[src/rtl/smiley_hit_edge_detector_if.sv]
// Pixel-stream and result bundle between the VGA pipeline and the smiley hit-edge detector.
// The master side drives the scan and drawing requests; the slave side returns the published frame result.
interface smiley_hit_edge_detector_if #(
  parameter int CNT_W = 8
);
  logic                startOfFrame;
  logic [10:0]         pixelX;
  logic [10:0]         pixelY;
  logic signed [10:0]  smileyTopLeftX;
  logic signed [10:0]  smileyTopLeftY;
  logic                smileyDR;
  logic                brickDR;
  logic                borderDR;
  logic                collision;
  logic [3:0]          HitEdgeCode;
  logic [CNT_W-1:0]    overlapCount;

  modport master (
    output startOfFrame, pixelX, pixelY, smileyTopLeftX, smileyTopLeftY,
           smileyDR, brickDR, borderDR,
    input  collision, HitEdgeCode, overlapCount
  );

  modport slave (
    input  startOfFrame, pixelX, pixelY, smileyTopLeftX, smileyTopLeftY,
           smileyDR, brickDR, borderDR,
    output collision, HitEdgeCode, overlapCount
  );
endinterface

[src/rtl/smiley_hit_edge_detector.sv]
// Per-frame collision classifier: counts sprite/brick overlap pixels per sprite edge band during a
// frame and publishes which edges were hit, held stable for the whole following frame.
module smiley_hit_edge_detector #(
  parameter int OBJ_W      = 32,
  parameter int OBJ_H      = 32,
  parameter int EDGE_W     = 4,
  parameter int MIN_PIXELS = 2,
  parameter int CNT_W      = 8
) (
  input  logic                           clk,
  input  logic                           resetN,
  smiley_hit_edge_detector_if.slave      bus
);

  localparam int unsigned EDGE_BOTTOM = 0;
  localparam int unsigned EDGE_RIGHT  = 1;
  localparam int unsigned EDGE_TOP    = 2;
  localparam int unsigned EDGE_LEFT   = 3;

  localparam logic [11:0]      OBJ_W_L   = 12'(OBJ_W);
  localparam logic [11:0]      OBJ_H_L   = 12'(OBJ_H);
  localparam logic [11:0]      EDGE_W_L  = 12'(EDGE_W);
  localparam logic [11:0]      RIGHT_LO  = 12'(OBJ_W - EDGE_W);
  localparam logic [11:0]      BOTTOM_LO = 12'(OBJ_H - EDGE_W);
  localparam logic [CNT_W-1:0] CNT_MAX   = '1;
  localparam logic [CNT_W-1:0] MIN_CNT   = CNT_W'(MIN_PIXELS);

  typedef enum logic {
    WAIT_SOF,
    ACCUM
  } state_e;

  state_e           state_q, state_d;
  logic [CNT_W-1:0] edge_cnt_q [4];
  logic [CNT_W-1:0] edge_cnt_d [4];
  logic [CNT_W-1:0] total_cnt_q, total_cnt_d;
  logic [3:0]       hit_edge_q, hit_edge_d;
  logic             collision_q, collision_d;
  logic [CNT_W-1:0] overlap_q, overlap_d;

  // Offsets are 12-bit two's complement; bit 11 set means the pixel lies left of / above the sprite.
  logic [11:0] off_x, off_y;
  logic        in_box;
  logic        overlap_px;
  logic [3:0]  band;

  assign off_x = {1'b0, bus.pixelX} - {bus.smileyTopLeftX[10], bus.smileyTopLeftX};
  assign off_y = {1'b0, bus.pixelY} - {bus.smileyTopLeftY[10], bus.smileyTopLeftY};

  // Drawing requests can lag a sprite move, so only overlaps inside the current box are trusted.
  assign in_box = !off_x[11] && (off_x < OBJ_W_L) &&
                  !off_y[11] && (off_y < OBJ_H_L);

  assign overlap_px = bus.smileyDR && (bus.brickDR || bus.borderDR) && in_box;

  assign band[EDGE_BOTTOM] = off_y >= BOTTOM_LO;
  assign band[EDGE_RIGHT]  = off_x >= RIGHT_LO;
  assign band[EDGE_TOP]    = off_y <  EDGE_W_L;
  assign band[EDGE_LEFT]   = off_x <  EDGE_W_L;

  function automatic logic [CNT_W-1:0] sat_inc(input logic [CNT_W-1:0] value,
                                               input logic             inc);
    return (inc && (value != CNT_MAX)) ? value + 1'b1 : value;
  endfunction

  // NOTE: every _d signal receives its hold value before any branch, so no path leaves one
  // unassigned and no latch can be inferred.
  always_comb begin
    state_d     = state_q;
    edge_cnt_d  = edge_cnt_q;
    total_cnt_d = total_cnt_q;
    hit_edge_d  = hit_edge_q;
    collision_d = collision_q;
    overlap_d   = overlap_q;

    unique case (state_q)
      WAIT_SOF: begin
        if (bus.startOfFrame) begin
          state_d     = ACCUM;
          total_cnt_d = '0;
          for (int i = 0; i < 4; i++) edge_cnt_d[i] = '0;
        end
      end

      ACCUM: begin
        if (bus.startOfFrame) begin
          // Close the finished frame and restart counting from zero on this same cycle.
          for (int i = 0; i < 4; i++) begin
            hit_edge_d[i] = edge_cnt_q[i] >= MIN_CNT;
            edge_cnt_d[i] = '0;
          end
          collision_d = |hit_edge_d;
          overlap_d   = total_cnt_q;
          total_cnt_d = '0;
        end

        // The pixel on the boundary cycle lands in the new frame's counters.
        total_cnt_d = sat_inc(total_cnt_d, overlap_px);
        for (int i = 0; i < 4; i++) begin
          edge_cnt_d[i] = sat_inc(edge_cnt_d[i], overlap_px && band[i]);
        end
      end

      default: state_d = WAIT_SOF;
    endcase
  end

  // NOTE: sequential state uses non-blocking assignments so every flop samples pre-edge values.
  // NOTE: the counters are a small array of flops, not a RAM, so they take the async reset
  // like the rest of the state; a mid-frame reset must discard any partial frame.
  always_ff @(posedge clk or negedge resetN) begin
    if (!resetN) begin
      state_q     <= WAIT_SOF;
      total_cnt_q <= '0;
      hit_edge_q  <= '0;
      collision_q <= 1'b0;
      overlap_q   <= '0;
      for (int i = 0; i < 4; i++) edge_cnt_q[i] <= '0;
    end else begin
      state_q     <= state_d;
      total_cnt_q <= total_cnt_d;
      hit_edge_q  <= hit_edge_d;
      collision_q <= collision_d;
      overlap_q   <= overlap_d;
      for (int i = 0; i < 4; i++) edge_cnt_q[i] <= edge_cnt_d[i];
    end
  end

  assign bus.collision    = collision_q;
  assign bus.HitEdgeCode  = hit_edge_q;
  assign bus.overlapCount = overlap_q;

endmodule
[src/flat_wrapper.sv]
// flat-port wrapper written by rule: the top's interface ports become plain ports
module smiley_hit_edge_detector_flat 
#(
  parameter int OBJ_W      = 32,
  parameter int OBJ_H      = 32,
  parameter int EDGE_W     = 4,
  parameter int MIN_PIXELS = 2,
  parameter int CNT_W      = 8
)
  (clk, resetN, bus_startOfFrame, bus_pixelX, bus_pixelY, bus_smileyTopLeftX, bus_smileyTopLeftY, bus_smileyDR, bus_brickDR, bus_borderDR, bus_collision, bus_HitEdgeCode, bus_overlapCount);
  smiley_hit_edge_detector_if #(.CNT_W(CNT_W)) bus_i ();
  input  logic clk;
  input  logic resetN;
  input wire logic [$bits(bus_i.startOfFrame)-1:0] bus_startOfFrame;
  input wire logic [$bits(bus_i.pixelX)-1:0] bus_pixelX;
  input wire logic [$bits(bus_i.pixelY)-1:0] bus_pixelY;
  input wire logic [$bits(bus_i.smileyTopLeftX)-1:0] bus_smileyTopLeftX;
  input wire logic [$bits(bus_i.smileyTopLeftY)-1:0] bus_smileyTopLeftY;
  input wire logic [$bits(bus_i.smileyDR)-1:0] bus_smileyDR;
  input wire logic [$bits(bus_i.brickDR)-1:0] bus_brickDR;
  input wire logic [$bits(bus_i.borderDR)-1:0] bus_borderDR;
  output wire logic [$bits(bus_i.collision)-1:0] bus_collision;
  output wire logic [$bits(bus_i.HitEdgeCode)-1:0] bus_HitEdgeCode;
  output wire logic [$bits(bus_i.overlapCount)-1:0] bus_overlapCount;
  assign bus_i.startOfFrame = bus_startOfFrame;
  assign bus_i.pixelX = bus_pixelX;
  assign bus_i.pixelY = bus_pixelY;
  assign bus_i.smileyTopLeftX = bus_smileyTopLeftX;
  assign bus_i.smileyTopLeftY = bus_smileyTopLeftY;
  assign bus_i.smileyDR = bus_smileyDR;
  assign bus_i.brickDR = bus_brickDR;
  assign bus_i.borderDR = bus_borderDR;
  assign bus_collision = bus_i.collision;
  assign bus_HitEdgeCode = bus_i.HitEdgeCode;
  assign bus_overlapCount = bus_i.overlapCount;
  smiley_hit_edge_detector #(.OBJ_W(OBJ_W), .OBJ_H(OBJ_H), .EDGE_W(EDGE_W), .MIN_PIXELS(MIN_PIXELS), .CNT_W(CNT_W)) u_core (.clk(clk), .resetN(resetN), .bus(bus_i));
endmodule
[config.mk]
export PLATFORM = sky130hd
export DESIGN_NAME = smiley_hit_edge_detector_flat
export DESIGN_NICKNAME = d
export VERILOG_FILES = /design/src/rtl/smiley_hit_edge_detector_if.sv /design/src/rtl/smiley_hit_edge_detector.sv /design/src/flat_wrapper.sv
export SDC_FILE = /design/constraint.sdc
export NUM_CORES = 1
export LEC_CHECK = 0
export CAP_MARGIN = 20
export CORE_ASPECT_RATIO = 1.5
export CORE_MARGIN = 4
export CORE_UTILIZATION = 60
export CTS_CLUSTER_DIAMETER = 40
export CTS_CLUSTER_SIZE = 40
export DETAILED_ROUTE_END_ITERATION = 7
export PLACE_DENSITY = 0.87
export RECOVER_POWER = 100
export SLEW_MARGIN = 20
export SYNTH_ARGS = -nofsm -noshare
export SYNTH_HDL_FRONTEND = slang
export SYNTH_SLANG_ARGS = --single-unit
[constraint.sdc]
create_clock -name clk -period 6.9 [get_ports clk]
set_clock_uncertainty 0.15 [all_clocks]
set_input_delay 1.035 -clock clk [delete_from_list [all_inputs] [get_ports clk]]
set_output_delay 1.035 -clock clk [all_outputs]
set_load 0.01 [all_outputs]
; After elaboration in Yosys (flattened, before gate mapping)
; Index checks and enable logic that the tools add are counted.
[op_classes]
n_addsub = 7
order_cmp = 10
eq_ne = 5
muxes = 13
bitwise_logic = 1
reduce_logical = 19
[op_table]
columns = operator, count
row1 = 32-bit two-way mux, 2
row2 = 32-bit one-hot mux with 2 select lines, 1
row3 = 8-bit two-way mux, 7
row4 = "8-bit by 1-bit adder with 8-bit output, second input constant", 5
row5 = "8-bit inequality test, second input constant", 5
row6 = "8-bit by 2-bit greater-or-equal comparator with 1-bit output, second input constant", 4
row7 = "12-bit by 5-bit greater-or-equal comparator with 1-bit output, second input constant", 2
row8 = "12-bit by 3-bit < comparator with 1-bit output, second input constant", 2
row9 = "12-bit by 6-bit < comparator with 1-bit output, second input constant", 2
row10 = 11-bit by 12-bit subtractor with 12-bit output, 2
row11 = 8-bit one-hot mux with 2 select lines, 1
row12 = 1-bit logical AND, 14
row13 = 4-bit OR reduction, 1
row14 = 1-bit zero test, 2
row15 = 1-bit two-way mux, 2
row16 = 2-bit AND reduction, 1
row17 = 1-bit logical OR, 1
row18 = 1-bit inverter, 1
[word_totals]
reg_bits = 54
inputBits = 50
output_inout_bits = 13

; Logic depth before layout (Yosys ltp)
[logic_depth]
word_depth = 10
ltp_mapped = 14
ltp_nobuf = 12

; Worst setup path before layout
; No wires, ideal clock.
[synth_path]
path_kind = input -> register
start = input port bus_pixelY[0]
end = register u_core.edge_cnt_q[23] (netlist bit)
setup_time_ns = 0.128
arrival_ns = 4.134
required_time_ns = 6.622
path_slack_ns = 2.489
path_stages = 14
cell_sequence = inv_1 > ha_1 > fa_1 > and2b_1 > o2111a_1 > o21ai_1 > a221o_1 > a32o_1 > nand4b_1 > or4_1 > buf_6 > buf_8 > nor4_1 > mux2_1
[synth_lines]
columns = element, line_no
row1 = from (decl), flat_wrapper.sv:16  ; input wire logic [$bits(bus_i.pixelY)-1:0] bus_pixelY;
row2 = to (decl), smiley_hit_edge_detector.sv:34  ; logic [CNT_W-1:0] edge_cnt_q [4];

==> impl_metrics.tcl <==
set metrics [dict create \
    outcome "finished, violations left" \
    violations "capacitance limit, slew limit" \
    n_antenna_cell 0 \
    multi_input_area_um2 2610 \
    layout.nets 614 \
    routed_wl_mm 9.61 \
    die_x_um 76.4 \
    final-max-slew-violation-count 121 \
    fmax_ghz 0.181 \
    cts.sinks 54 \
    synthTopCellsByArea "dfrtp_1 (32%), ha_1 (8.0%), nor2b_1 (4.6%), mux2_2 (4.0%), inv_1 (3.1%)" \
    required_ns 6.93 \
    setup_tns_ns 0 \
    postCtsSetupRepairBufs 0 \
    cts_buffers 5 \
    grtUsageMet2 0.435 \
    io_buffers 62 \
    cts_root_buf "clkbuf_8" \
    dp.final_hpwl_mm 7.31 \
    synth.distinct_cells 58 \
    antenna_found_initial 0 \
    area_delta_synth_final_pct 16.1 \
    fillers 539 \
    regArea_um2 1350 \
    io_pins 63 \
    syn_inst 480 \
    finalHoldViolCount 0 \
    critPathCaptureType "register" \
    grtUsageTotal 0.232 \
    use_met3 0.0367 \
    max_cap_violations 2 \
    pwr_density_cell_nw_per_um2 134 \
    viasPerCell 6.09 \
    finalSetupViolations 0 \
    synth_edf_count 0 \
    synth_nets 559 \
    synth_top_area_frac 0.321 \
    syn-cell-area_um2 4210 \
    die_area_um2 8440 \
    rsz0062_at_grt "false" \
    cts-hold-fix-buffers 0 \
    use_met1 0.253 \
    final_core_util 0.713 \
    synth.most_common_cell "dfrtp_1" \
    routedWlPerCell_um 15.7 \
    rows 37 \
    synthTopCellsByCount "dfrtp_1 (54), inv_1 (35), nor2_1 (33)" \
    min-delay-path-class "register to register" \
    startpoint_type "input port" \
    drive_gt1_frac 0.0617 \
    ys_seq_area_frac 0.321 \
    ys.flop_type "dfrtp_1" \
    grt_max_degree 66 \
    drt_first_pass_iters 4 \
    hold_slack_ns 0.334 \
    fin_total_pwr_mw 0.653 \
    cts-resized-gates 0 \
    vias 3731 \
    gp_congestion 0.952 \
    overflow 0 \
    grt_pass1_vias 3715 \
    synth_top_area_cell "dfrtp_1" \
    cts_tree "done" \
    clkTransAtPathRegs_ns 0.10 \
    start_util 0.614 \
    antenna_left 0 \
    cellLeakagePower_nw 2.24 \
    syn_avg_cell_area_um2 8.76 \
    min_period_ns 5.54 \
    htreeDepth 2 \
    core-area_um2 6850 \
    synth-seq-cells 54 \
    clk_latency_ns 0.30 \
    finalCritPeriodShare 0.802 \
    path_class "input port to register" \
    tightest_slew_ns 2.81 \
    worstPathMaxFanout 34 \
    drt_iter0_markers 124 \
    peakVddDrop_v 0.000147 \
    cts_buffer_depth 2 \
    die_y_um 111 \
    grt.busiest_layer "met2" \
    async_flop_share 1.00 \
    drt_drc_violations_left 0 \
    slew-limit-headroom -0.875 \
    ys_warn_count 0 \
    cp.arrival_ns 5.57 \
    grt_first_pass_wirelength_mm 16.7 \
]
==> cell usage in the layout (no fill, tap or decap), types with 5 or more instances in the layout <==
cell type        instances
a21oi_1                 20
a31oi_1                  5
and3_1                   9
clkbuf_1                 5
clkbuf_8                 5
clkdlybuf4s50_1         46
dfrtp_1                 54
dlygate4sd3_1           14
ha_1                    27
inv_1                   35
mux2_1                  11
mux2_2                  15
nand2_1                 30
nand2b_1                 9
nand3_1                 20
nand4_1                  5
nor2_1                  33
nor2b_1                 31
nor3_1                   9
nor4_1                  18
o2111ai_1                5
o21ai_0                 23
or2_2                    5
or3_1                   14
or4_1                   12
xnor2_1                 13
xor2_1                   7
==> state kept, by name (all words and copies together) (netlist names) <==
signal and count:
u_core.bus.HitEdgeCode 4, u_core.bus.collision 1, u_core.bus.overlapCount 8, u_core.edge_cnt_q 32
u_core.state_q 1, u_core.total_cnt_q 8
==> metal layers <==
layer,wire [um],up-vias
met5,0,-
met4,327,0
met3,367,26
met2,5100,104
met1,3810,1751
li1,-,1850
==> worst max-delay path, stage by stage <==
cell	delay, ns
dlygate4sd3_1	0.52
inv_1	0.04
ha_1	0.21
fa_1	0.41
nand2b_1	0.18
a21oi_1	0.27
o21bai_1	0.17
a2111oi_0	0.43
a211oi_1	0.16
or4_1	0.98
clkbuf_1	0.39
nor4_1	0.40
mux2_1	0.37
==> final timing paths <==
kind / cells past startpoint / endpoint / slack [ns] / startpoint
hold reg to reg: 2 / u_core.bus.HitEdgeCode[2] / 0.33 / u_core.bus.HitEdgeCode[2]
hold / removal: 2 / u_core.bus.HitEdgeCode[2] / 0.33 / u_core.bus.HitEdgeCode[2]
min in group asynchronous: 2 / u_core.total_cnt_q[6] / 1.57 / resetN
setup reg to reg: 9 / u_core.edge_cnt_q[11] / 3.63 / u_core.state_q
max in group asynchronous: 2 / u_core.edge_cnt_q[13] / 3.43 / resetN
setup / recovery: 13 / u_core.edge_cnt_q[11] / 1.36 / bus_pixelX[0]
==> cell families after synthesis <==
group                      after synthesis  synth area share
adders and majority gates               29            0.0898
buffers and inverters                   52            0.0550
AOI/OAI and AO/OA                       93             0.149
xor gates and xnor gates                20            0.0416
DFF                                     54             0.321
muxes                                   26            0.0696
and+or+nand+nor                        206             0.274
==> area by class of cell <==
type,count,share of cell area
multi-input combinational,374,0.534
sequential,54,0.277
timing repair buffer,65,0.127
inverter,35,0.0269
tap,78,0.0200
clock buffer,7,0.0156
==> stage by stage <==
step                instances  setup slack, ns  cell area (um^2)
floorplan                 480             2.49              4210
global placement          606             1.38              4840
detailed placement        606             1.24              4840
CTS                       613             1.53              4910
global route              613            0.987              4880
finish                    613             1.36              4880
==> where the power goes <==
group,switching [mW],leakage (nW),internal (mW)
combinational,0.0972,1.45,0.0748
sequential,0.00000233,0.750,0.316
clock,0.0951,0.0383,0.0702
Note: power is estimated with default switching activity, not from simulation.
